**src/rtl/scaled_window_timing_if.sv**
```systemverilog
// Raster bundle between the HDMI raster generator and the scaled window
// timing block: raster position and frame size in, window/fetch/lock status out.
interface scaled_window_timing_if;
    // There is no valid/ready handshake on this bundle. Every input is sampled
    // on every pxlClk edge. Every output is a registered level or a one-cycle
    // pulse that the consumer must take in the cycle it is asserted.
    logic [11:0] cx;
    logic [10:0] cy;
    logic [11:0] frameWidth;
    logic [10:0] frameHeight;
    logic        sameLine;
    logic        newFrameIn;

    logic        drawWin;
    logic        cacheUpdate;
    logic        nextLine;
    logic [7:0]  curPxl;
    logic [2:0]  gridXCnt;
    logic [2:0]  lineCnt;
    logic        hdmiEnable;
    logic        locked;
    logic        resyncPulse;

    // Raster side: drives position and frame size, consumes timing and lock status.
    modport master (
        output cx, cy, frameWidth, frameHeight, sameLine, newFrameIn,
        input  drawWin, cacheUpdate, nextLine, curPxl, gridXCnt, lineCnt,
        input  hdmiEnable, locked, resyncPulse
    );

    // Timing block side.
    modport slave (
        input  cx, cy, frameWidth, frameHeight, sameLine, newFrameIn,
        output drawWin, cacheUpdate, nextLine, curPxl, gridXCnt, lineCnt,
        output hdmiEnable, locked, resyncPulse
    );
endinterface

```
**src/rtl/scaled_window_timing.sv**
```systemverilog
// Timing and fetch sequencer for the integer-upscaled GBA window centred in
// the HDMI raster, plus a frame-lock FSM that gates the HDMI core and asks for
// a resync when the GBA frame strobe drifts or disappears.
module scaled_window_timing #(
    parameter int SRC_W          = 240,
    parameter int SRC_H          = 160,
    parameter int SCALE_X        = 4,
    parameter int SCALE_Y        = 4,
    parameter int FRAME_W        = 1280,
    parameter int FRAME_H        = 720,
    parameter int FETCH_LEAD     = 3,
    parameter int RESYNC_MISSES  = 2,
    parameter int TIMEOUT_FRAMES = 3
) (
    input  logic                   pxlClk,
    input  logic                   rst,
    scaled_window_timing_if.slave  bus
);
    // Window geometry, fixed at elaboration.
    localparam int X_START = (FRAME_W - SCALE_X * SRC_W) / 2;
    localparam int Y_START = (FRAME_H - SCALE_Y * SRC_H) / 2;
    localparam int X_STOP  = X_START + SCALE_X * SRC_W;
    localparam int Y_STOP  = Y_START + SCALE_Y * SRC_H;

    localparam logic [11:0] XSTART_C   = 12'(X_START);
    localparam logic [11:0] XSTOP_C    = 12'(X_STOP);
    localparam logic [11:0] FETCH_LO_C = 12'(X_START - FETCH_LEAD);
    localparam logic [11:0] FETCH_HI_C = 12'(X_STOP - FETCH_LEAD);
    localparam logic [10:0] YSTART_C   = 11'(Y_START);
    localparam logic [10:0] YSTOP_C    = 11'(Y_STOP);
    localparam logic [10:0] YSTART_M1  = 11'(Y_START - 1);
    localparam logic [2:0]  SX_MAX     = 3'(SCALE_X - 1);
    localparam logic [2:0]  SY_MAX     = 3'(SCALE_Y - 1);
    localparam logic [7:0]  PXL_MAX    = 8'(SRC_W - 1);
    localparam logic [3:0]  MISS_LIM   = 4'(RESYNC_MISSES);
    localparam logic [3:0]  TO_LIM     = 4'(TIMEOUT_FRAMES);

    // The window must fit in the frame with room for the fetch lead.
    if (X_START < 0 || Y_START < 0 || X_START < FETCH_LEAD) begin : g_bad_geometry
        $error("scaled_window_timing: window does not fit the frame with the fetch lead");
    end
    if (SCALE_X < 1 || SCALE_X > 8 || SCALE_Y < 1 || SCALE_Y > 8) begin : g_bad_scale
        $error("scaled_window_timing: scale factors must be 1..8");
    end
    if (RESYNC_MISSES < 1 || RESYNC_MISSES > 15 ||
        TIMEOUT_FRAMES < 1 || TIMEOUT_FRAMES > 15) begin : g_bad_lock
        $error("scaled_window_timing: lock limits must be 1..15");
    end

    typedef enum logic {
        ST_UNLOCKED = 1'b0,
        ST_LOCKED   = 1'b1
    } state_t;

    // Raster decodes.
    logic in_x, in_y, at_xstop, line_end, frame_end, on_time, frame_edge;

    assign in_x       = (bus.cx >= XSTART_C) && (bus.cx < XSTOP_C);
    assign in_y       = (bus.cy >= YSTART_C) && (bus.cy < YSTOP_C);
    assign at_xstop   = (bus.cx == XSTOP_C);
    assign line_end   = (bus.cx == bus.frameWidth - 12'd1);
    assign frame_end  = line_end && (bus.cy == bus.frameHeight - 11'd1);
    assign on_time    = (bus.cy == YSTART_M1) || (bus.cy == YSTART_C);

    // Datapath registers.
    logic       draw_q, draw_d;
    logic       cache_q, cache_d;
    logic       next_line_q, next_line_d;
    logic [2:0] grid_q, grid_d;
    logic [2:0] phase_q, phase_d;
    logic [7:0] cur_q, cur_d;
    logic [2:0] line_cnt_q, line_cnt_d;

    // Lock FSM registers.
    state_t     state_q, state_d;
    logic [3:0] miss_q, miss_d;
    logic [3:0] frame_q, frame_d;
    logic       resync_q, resync_d;
    logic       nf_q;
    logic [3:0] miss_inc, frame_inc;

    assign frame_edge = bus.newFrameIn && !nf_q;
    assign miss_inc   = miss_q + 4'd1;
    assign frame_inc  = frame_q + 4'd1;

    // Next values of the window, subpixel-phase, fetch and line counters.
    always_comb begin
        draw_d      = in_x && in_y;
        cache_d     = at_xstop;
        next_line_d = at_xstop && !bus.sameLine && in_y && (line_cnt_q == SY_MAX);

        grid_d = grid_q + 3'd1;
        if (bus.cx == XSTART_C || grid_q == SX_MAX) begin
            grid_d = 3'd0;
        end

        // The fetch counter runs FETCH_LEAD cycles ahead of the window so the
        // line cache has the pixel ready when drawing reaches it.
        phase_d = phase_q;
        cur_d   = cur_q;
        if (bus.cx <= FETCH_LO_C || bus.cx > FETCH_HI_C) begin
            phase_d = 3'd0;
            cur_d   = 8'd0;
        end else if (phase_q == SX_MAX) begin
            phase_d = 3'd0;
            if (cur_q != PXL_MAX) begin
                cur_d = cur_q + 8'd1;
            end
        end else begin
            phase_d = phase_q + 3'd1;
        end

        line_cnt_d = line_cnt_q;
        if (line_end) begin
            if (bus.cy == bus.frameHeight - 11'd1) begin
                line_cnt_d = 3'd0;
            end else if (line_cnt_q == SY_MAX) begin
                line_cnt_d = 3'd0;
            end else if (bus.cy >= YSTART_C) begin
                line_cnt_d = line_cnt_q + 3'd1;
            end
        end
    end

    // Datapath register bank.
    always_ff @(posedge pxlClk or negedge rst) begin
        if (!rst) begin
            draw_q      <= 1'b0;
            cache_q     <= 1'b0;
            next_line_q <= 1'b0;
            grid_q      <= 3'd0;
            phase_q     <= 3'd0;
            cur_q       <= 8'd0;
            line_cnt_q  <= 3'd0;
        end else begin
            draw_q      <= draw_d;
            cache_q     <= cache_d;
            next_line_q <= next_line_d;
            grid_q      <= grid_d;
            phase_q     <= phase_d;
            cur_q       <= cur_d;
            line_cnt_q  <= line_cnt_d;
        end
    end

    // Lock FSM state register, its counters, strobe delay and resync pulse.
    always_ff @(posedge pxlClk or negedge rst) begin
        if (!rst) begin
            state_q  <= ST_UNLOCKED;
            miss_q   <= 4'd0;
            frame_q  <= 4'd0;
            resync_q <= 1'b0;
            nf_q     <= 1'b0;
        end else begin
            state_q  <= state_d;
            miss_q   <= miss_d;
            frame_q  <= frame_d;
            resync_q <= resync_d;
            nf_q     <= bus.newFrameIn;
        end
    end

    // Lock FSM next state: a strobe edge beats a simultaneous frame wrap.
    always_comb begin
        state_d = state_q;
        miss_d  = miss_q;
        frame_d = frame_q;
        case (state_q)
            ST_UNLOCKED: begin
                if (frame_edge) begin
                    state_d = ST_LOCKED;
                    miss_d  = 4'd0;
                    frame_d = 4'd0;
                end
            end
            ST_LOCKED: begin
                if (frame_edge) begin
                    frame_d = 4'd0;
                    if (on_time) begin
                        miss_d = 4'd0;
                    end else if (miss_inc >= MISS_LIM) begin
                        state_d = ST_UNLOCKED;
                        miss_d  = 4'd0;
                    end else begin
                        miss_d = miss_inc;
                    end
                end else if (frame_end) begin
                    if (frame_inc >= TO_LIM) begin
                        state_d = ST_UNLOCKED;
                        frame_d = 4'd0;
                    end else begin
                        frame_d = frame_inc;
                    end
                end
            end
            default: state_d = ST_UNLOCKED;
        endcase
        resync_d = (state_q == ST_LOCKED) && (state_d == ST_UNLOCKED);
    end

    // Lock FSM outputs; locked is the FSM state itself.
    always_comb begin
        bus.hdmiEnable = 1'b0;
        bus.locked     = 1'b0;
        if (state_q == ST_LOCKED) begin
            bus.hdmiEnable = 1'b1;
            bus.locked     = 1'b1;
        end
    end

    assign bus.drawWin     = draw_q;
    assign bus.cacheUpdate = cache_q;
    assign bus.nextLine    = next_line_q;
    assign bus.curPxl      = cur_q;
    assign bus.gridXCnt    = grid_q;
    assign bus.lineCnt     = line_cnt_q;
    assign bus.resyncPulse = resync_q;

endmodule

```
**src/flat_wrapper.sv**
```systemverilog
// flat-port wrapper written by rule: the top's interface ports become plain ports
module scaled_window_timing_flat 
#(
    parameter int SRC_W          = 240,
    parameter int SRC_H          = 160,
    parameter int SCALE_X        = 4,
    parameter int SCALE_Y        = 4,
    parameter int FRAME_W        = 1280,
    parameter int FRAME_H        = 720,
    parameter int FETCH_LEAD     = 3,
    parameter int RESYNC_MISSES  = 2,
    parameter int TIMEOUT_FRAMES = 3
)
  (pxlClk, rst, bus_cx, bus_cy, bus_frameWidth, bus_frameHeight, bus_sameLine, bus_newFrameIn, bus_drawWin, bus_cacheUpdate, bus_nextLine, bus_curPxl, bus_gridXCnt, bus_lineCnt, bus_hdmiEnable, bus_locked, bus_resyncPulse);
  scaled_window_timing_if bus_i ();
  input  logic pxlClk;
  input  logic rst;
  input wire logic [$bits(bus_i.cx)-1:0] bus_cx;
  input wire logic [$bits(bus_i.cy)-1:0] bus_cy;
  input wire logic [$bits(bus_i.frameWidth)-1:0] bus_frameWidth;
  input wire logic [$bits(bus_i.frameHeight)-1:0] bus_frameHeight;
  input wire logic [$bits(bus_i.sameLine)-1:0] bus_sameLine;
  input wire logic [$bits(bus_i.newFrameIn)-1:0] bus_newFrameIn;
  output wire logic [$bits(bus_i.drawWin)-1:0] bus_drawWin;
  output wire logic [$bits(bus_i.cacheUpdate)-1:0] bus_cacheUpdate;
  output wire logic [$bits(bus_i.nextLine)-1:0] bus_nextLine;
  output wire logic [$bits(bus_i.curPxl)-1:0] bus_curPxl;
  output wire logic [$bits(bus_i.gridXCnt)-1:0] bus_gridXCnt;
  output wire logic [$bits(bus_i.lineCnt)-1:0] bus_lineCnt;
  output wire logic [$bits(bus_i.hdmiEnable)-1:0] bus_hdmiEnable;
  output wire logic [$bits(bus_i.locked)-1:0] bus_locked;
  output wire logic [$bits(bus_i.resyncPulse)-1:0] bus_resyncPulse;
  assign bus_i.cx = bus_cx;
  assign bus_i.cy = bus_cy;
  assign bus_i.frameWidth = bus_frameWidth;
  assign bus_i.frameHeight = bus_frameHeight;
  assign bus_i.sameLine = bus_sameLine;
  assign bus_i.newFrameIn = bus_newFrameIn;
  assign bus_drawWin = bus_i.drawWin;
  assign bus_cacheUpdate = bus_i.cacheUpdate;
  assign bus_nextLine = bus_i.nextLine;
  assign bus_curPxl = bus_i.curPxl;
  assign bus_gridXCnt = bus_i.gridXCnt;
  assign bus_lineCnt = bus_i.lineCnt;
  assign bus_hdmiEnable = bus_i.hdmiEnable;
  assign bus_locked = bus_i.locked;
  assign bus_resyncPulse = bus_i.resyncPulse;
  scaled_window_timing #(.SRC_W(SRC_W), .SRC_H(SRC_H), .SCALE_X(SCALE_X), .SCALE_Y(SCALE_Y), .FRAME_W(FRAME_W), .FRAME_H(FRAME_H), .FETCH_LEAD(FETCH_LEAD), .RESYNC_MISSES(RESYNC_MISSES), .TIMEOUT_FRAMES(TIMEOUT_FRAMES)) u_core (.pxlClk(pxlClk), .rst(rst), .bus(bus_i));
endmodule
```
**config.mk**
```make
export PLATFORM = sky130hd
export DESIGN_NAME = scaled_window_timing_flat
export DESIGN_NICKNAME = d
export VERILOG_FILES = /design/src/rtl/scaled_window_timing_if.sv /design/src/rtl/scaled_window_timing.sv /design/src/flat_wrapper.sv
export SDC_FILE = /design/constraint.sdc
export NUM_CORES = 1
export LEC_CHECK = 0
export CORE_MARGIN = 2
export CORE_UTILIZATION = 35
export CTS_BUF_LIST = sky130_fd_sc_hd__clkbuf_8
export DETAILED_ROUTE_END_ITERATION = 8
export GPL_ROUTABILITY_DRIVEN = 0
export PLACE_DENSITY_LB_ADDON = 0.25
export SYNTH_ARGS = -nofsm -noshare
export SYNTH_HDL_FRONTEND = slang
export SYNTH_SLANG_ARGS = --single-unit
```
**constraint.sdc**
```tcl
create_clock -name pxlClk -period 2.2 [get_ports pxlClk]
set_clock_uncertainty 0.15 [all_clocks]
set_input_delay 0.44 -clock pxlClk [delete_from_list [all_inputs] [get_ports pxlClk]]
set_output_delay 0.44 -clock pxlClk [all_outputs]
set_load 0.1 [all_outputs]
```
# --- After elaboration in Yosys (flattened, before gate mapping) ---
# Cells that the tools add are included.
word_totals:
  latchBits: 0
  ram_bits: 0
  ff_bits: 31
  mem_bits_ro: 0
  n_memories: 0
op_classes:
  addsub: 8
  mul: 0
  shifts: 0
  reduce_logical: 21
  n_lt_le_gt_ge: 8
  div: 0
  bitwise: 2
  n_mux: 26
  n_eq_ne: 13
op_table:
  columns: ["cell", "n"]
  rows:
  - ["$mux 4", 7]
  - ["$mux 8", 3]
  - ["$eq 11x6->1 const B", 2]
  - ["$mux 3", 6]
  - ["$pmux 4 s2", 2]
  - ["$eq 12x11->1 const B", 1]
  - ["$eq 12x12->1", 1]
  - ["$eq 12x8->1 const B", 1]
  - ["$ge 12x8->1 const B", 1]
  - ["$gt 12x11->1 const B", 1]
  - ["$le 12x8->1 const B", 1]
  - ["$lt 12x11->1 const B", 1]
  - ["$sub 12x1->12 const B", 1]
  - ["$eq 11x11->1", 1]
  - ["$ge 11x6->1 const B", 1]
  - ["$lt 11x10->1 const B", 1]
  - ["$sub 11x1->11 const B", 1]
  - ["$add 3x1->3 const B", 3]
  - ["$eq 3x2->1 const B", 3]
  - ["$logic_and 1x1->1", 9]
  - ["$add 4x1->4 const B", 2]
  - ["$add 8x1->8 const B", 1]
  - ["$ge 4x2->1 const B", 2]
  - ["$ne 8x8->1 const B", 1]
  - ["10 further kinds", 25]

# --- Logic depth before layout (Yosys ltp) ---
depth:
  word_depth: 8
  depth_mapped: 9
  ltp_nobuf: 9

# --- Worst setup path after synthesis ---
# Ideal clock, no wire load.
synth_path:
  path_type: "input port to flip-flop"
  start: "in bus_frameWidth[0]"
  end: "reg u_core.frame_q[2]"
  required_time_ns: 1.930
  t_arrival_ns: 2.610
  setup_slack_ns: -0.680
  n_path_buf: 0
  cell_stages: 9
  path_cell_list: "inv_1 -> ha_1 -> or4b_4 -> or4_4 -> o211ai_2 -> nor2_1 -> a2111oi_4 -> nand3_1 -> and3_1"
synth_via:
  elab_chain_len: 5
synth_rtl:
  columns: ["element", "line_no", "text"]
  rows:
  - ["from (decl)", "flat_wrapper.sv:20", "input wire logic [$bits(bus_i.frameWidth)-1:0] bus_frameWidth;"]
  - ["$sub 12x1->12", "scaled_window_timing.sv:61", "assign line_end = (bus.cx == bus.frameWidth - 12'd1);"]
  - ["$eq 12x12->1", "scaled_window_timing.sv:61", null]
  - ["$logic_and 1x1->1", "scaled_window_timing.sv:62", "assign frame_end = line_end && (bus.cy == bus.frameHeight - 11'd1);"]
  - ["$ne 3x1->1 (no source line)", null, null]
  - ["$reduce_and 2->1 (no source line)", null, null]
  - ["to (signal assigned)", "scaled_window_timing.sv:157", "frame_q <= frame_d;"]
  - ["to (decl)", "scaled_window_timing.sv:77", "logic [3:0] frame_q, frame_d;"]
# No other way between the ends.
# A chain may end at the register's enable or synchronous reset.

# --- Worst setup path in the final report ---
layout_path:
  start: "in bus_frameWidth[0]"
  end: "reg u_core.line_cnt_q[0], in the netlist u_core.bus.lineCnt[0]"
layout_via:
  elab_chain_len: 3
layout_rtl:
  columns: ["element", "line_no", "text"]
  rows:
  - ["$sub 12x1->12", "scaled_window_timing.sv:61", null]
  - ["$eq 12x12->1", "scaled_window_timing.sv:61", null]
  - ["$reduce_and 2->1 (no source line)", null, null]
  - ["to (signal assigned)", "scaled_window_timing.sv:142", "line_cnt_q <= line_cnt_d;"]
  - ["to (decl)", "scaled_window_timing.sv:72", "logic [2:0] line_cnt_q, line_cnt_d;"]
# No other way between the ends.

==> flow_metrics.tcl <==
set metrics [dict create \
    critical_path_s_top_delay_family "simple AND/OR/NAND/NOR gates" \
    detailedRoute.firstIterationViolations 70 \
    die_y_um 89.4 \
    crit_path_slowest_cell "or4b_4" \
    maximum_level_of_the_cts_h_tree 2 \
    leakage_nw 1.89 \
    synth_cells 293 \
    first_global_vias 2569 \
    worstPathCellList "buf_8, inv_6, ha_4, or4b_4, or4_4, o211ai_2, nor2_2, a2111oi_4, buf_6, o31ai_4, mux2_4" \
    maxCapViolations 0 \
    min_path_cells 1 \
    yosys_warnings 0 \
    post_cts_hold_buffer_count 0 \
    die_w_um 89.4 \
    gr-usage-all-layers_pct 18.7 \
    clk_transition_reported_paths_ns 0.07 \
    irDropWorstVdd_mv 0.154 \
    core_um2 7180 \
    powerDensity_nw_per_um2 421 \
    outcome "finished, violations left" \
    cp_num_cells 11 \
    post-route-cell-area_um2 4240 \
    antenna_found_initial 0 \
    finalSetupViolCount 9 \
    final-hold-violation-count 0 \
    synth_fp_nets 354 \
    worst-path-max-fanout 5 \
    post-route-drc-count 0 \
    slowest_delay_ns 0.48 \
    finalWirelength_um 7210 \
    detailed_place.area_um2 3820 \
    count_of_inserted_antenna_diode_cells 0 \
    worst_slack_ns -0.415 \
    final_layout_size_suffix_gt1_share_pct 38.2 \
    synthToLayoutAreaGrowth_pct 65.9 \
    post-layout-total-power_w 0.00178 \
    synth_commonest_cells "31 x dfrtp_1, 27 x nor2_1, 21 x nand2_1" \
    finalWorstPathRequiredPeriod_ns 2.62 \
    input_output_buffers 69 \
    finalCritPeriodShare_pct 119 \
    synth.top_cell.area_share_pct 30.4 \
    floorplan.die_area_um2 8000 \
    yosys.cell_count.top_type "dfrtp_1" \
    synth_adder_area_share_pct 5.39 \
    finish.net_count 492 \
    criticalPathCategory "primary input to flop" \
    worst_setup_path_start_kind "primary input" \
    setup_repair_after_global_routing_missed_its_margin "true" \
    antenna_left 0 \
    synth.area.mux_share_pct 2.01 \
    syn_area_per_cell_um2 8.72 \
    cts-buffers-inserted 5 \
    setup_tns_ns -3.01 \
    synth_enable_flop_cells 0 \
    post_drt_via_cell_ratio 5.12 \
    critical_path_rt_ns 2.22 \
    netlist_area_um2 2550 \
    synth.ff_latch_count 31 \
    wire_per_inst_um 13.6 \
    synth_flop_cell "dfrtp_1" \
    ys_top_cells_by_area "dfrtp_1 30%, xor2_1 5.8%, ha_1 5.4%, xnor2_1 4.1%, nor2_1 4.0%" \
    route.vias.total 2719 \
    yosysTopAreaCell "dfrtp_1" \
    grt_max_degree 32 \
    overflow 0 \
    cp_data_arrival_time_ns 2.63 \
    netlist-cell-type-count 60 \
    fraction_of_synthesized_cell_area_in_xor_and_xnor_cells_pct 9.94 \
    i_o_pin_cnt 70 \
    fmax_ghz 0.382 \
    slew_viol_final 0 \
    cts_tree "yes" \
    synth-seq-area-share_pct 30.4 \
    crit_buf_inv 3 \
    postSynth.asyncResetShare_pct 100 \
    synthSimpleGateAreaFrac_pct 33.1 \
    end_kind "flop" \
    cts_root_buffer_type "clkbuf_8" \
    fill_cells 641 \
    slew_headroom_pct 73.7 \
    timing.hold.worst.class "flop to flop" \
    synth-compound-area-share_pct 15.6 \
    floorplan.rows 31 \
    initial_cell_density_of_the_core_pct 35.6 \
    worst_r2r_path_cells 6 \
    failed_checks "negative setup slack" \
    dominant_combinational_cell_family_by_area_after_synthesis "simple AND/OR/NAND/NOR gates" \
    grt_first_pass_wirelength_um 11800 \
    max-clock-path-buffers 2 \
    detailedPlacementHpwl_um 5490 \
    worstSkewPairLatency_ns 0.28 \
    detail_route.first_pass.iterations 4 \
    cts.sink_count 31 \
    tightest_slew_ns 0.394 \
]
-- stage by stage --
stage          instances  hold slack (ns)  utilization, %  setup slack [ns]
3_3_place_gp         517            0.284            53.3             -1.28
6_report             531            0.312            59.1            -0.415
2_1_floorplan        293         -0.00559               -            -0.557
4_1_cts              530            0.313            58.0            -0.394
3_5_place_dp         517            0.305            53.3             -1.33
5_1_grt              531            0.326            59.1            -0.479
-- cell type report --
type | instances | area, µm² | area share (%)
clock inverter | 2 | 8.76 | 0.207
tap | 99 | 124 | 2.92
multi-input combinational | 240 | 1980 | 46.8
sequential | 31 | 779 | 18.4
clock buffer | 6 | 82.6 | 1.95
timing repair buffer | 137 | 1180 | 27.9
inverter | 16 | 77.6 | 1.83
-- state kept, by name, summed over array words and instances (netlist names) --
register,count
u_core.bus.cacheUpdate,1
u_core.bus.curPxl,8
u_core.bus.drawWin,1
u_core.bus.gridXCnt,3
u_core.bus.lineCnt,3
u_core.bus.nextLine,1
u_core.bus.resyncPulse,1
u_core.frame_q,4
u_core.miss_q,4
u_core.nf_q,1
u_core.phase_q,3
u_core.state_q,1
-- repair_timing --
| action | CTS | global route |
|---|---|---|
| pin swaps | 32 | 4 |
| resized for setup | 100 | 17 |
| cloned | 0 | 0 |
| setup endpoints to repair | 9 | 21 |
| setup buffers | 5 | 1 |
-- power breakdown --
| group | switching, W | internal, W |
|---|---|---|
| clock network | 0.000211 | 0.000247 |
| registers | 0.0000371 | 0.000595 |
| logic | 0.000369 | 0.000324 |
-- worst reg2reg max path: cells and delay by family (launching register included) --
kind / cells / cell delay, ns
AOI/OAI and AO/OA: 1 / 0.05
adders and majority gates: 1 / 0.24
DFF: 1 / 0.44
and+or+nand+nor: 3 / 0.85
muxes: 1 / 0.14
-- final timing paths --
check	slack [ns]	end	from
worst max-delay path	-0.42	u_core.bus.lineCnt[0]	bus_frameWidth[0]
worst min-delay path	0.31	u_core.bus.gridXCnt[0]	u_core.bus.gridXCnt[0]
worst max register to register	0.25	u_core.frame_q[0]	u_core.frame_q[0]
worst min register to register	0.31	u_core.bus.gridXCnt[0]	u_core.bus.gridXCnt[0]
max in group asynchronous	1.20	u_core.bus.curPxl[4]	rst
min in group asynchronous	0.40	u_core.bus.curPxl[3]	rst
-- metal layers --
| metal | GRT usage [%] | vias up | part of all wire, % | routed length, µm |
|---|---|---|---|---|
| met5 | 0 | - | 0 | 0 |
| met4 | 4.75 | 0 | 0.80 | 58 |
| met3 | 2.86 | 6 | 3.6 | 263 |
| met2 | 33.0 | 59 | 50 | 3630 |
| met1 | 23.7 | 1295 | 45 | 3260 |
| li1 | - | 1359 | - | - |
-- layout by cell type, fill, tap and decap left out, drive strengths merged, types with 5 or more instances in the layout --
cell type | Yosys | final
buf | 2 | 94
dfrtp | 31 | 31
nor2 | 28 | 28
clkdlybuf4s50 | 0 | 26
nand2 | 21 | 21
xor2 | 17 | 17
inv | 16 | 17
nand3 | 14 | 14
xnor2 | 12 | 12
ha | 11 | 11
dlygate4sd2 | 0 | 9
nor3 | 9 | 9
nor3b | 9 | 9
a21oi | 8 | 8
nor4 | 8 | 8
nand2b | 7 | 7
o21ai | 7 | 7
nand4 | 6 | 6
clkbuf | 4 | 6
clkdlybuf4s15 | 0 | 6
a31oi | 5 | 5
or3 | 5 | 5
-- cell families (layout without fill, tap and decap cells) --
logic type	after synthesis	after routing
buffers and inverters	22	161
DFF	31	31
muxes	5	5
AOI/OAI and AO/OA	52	52
and+or+nand+nor	143	143
xor gates and xnor gates	29	29
adders and majority gates	11	11
Note: power is estimated with default switching activity, not from simulation.
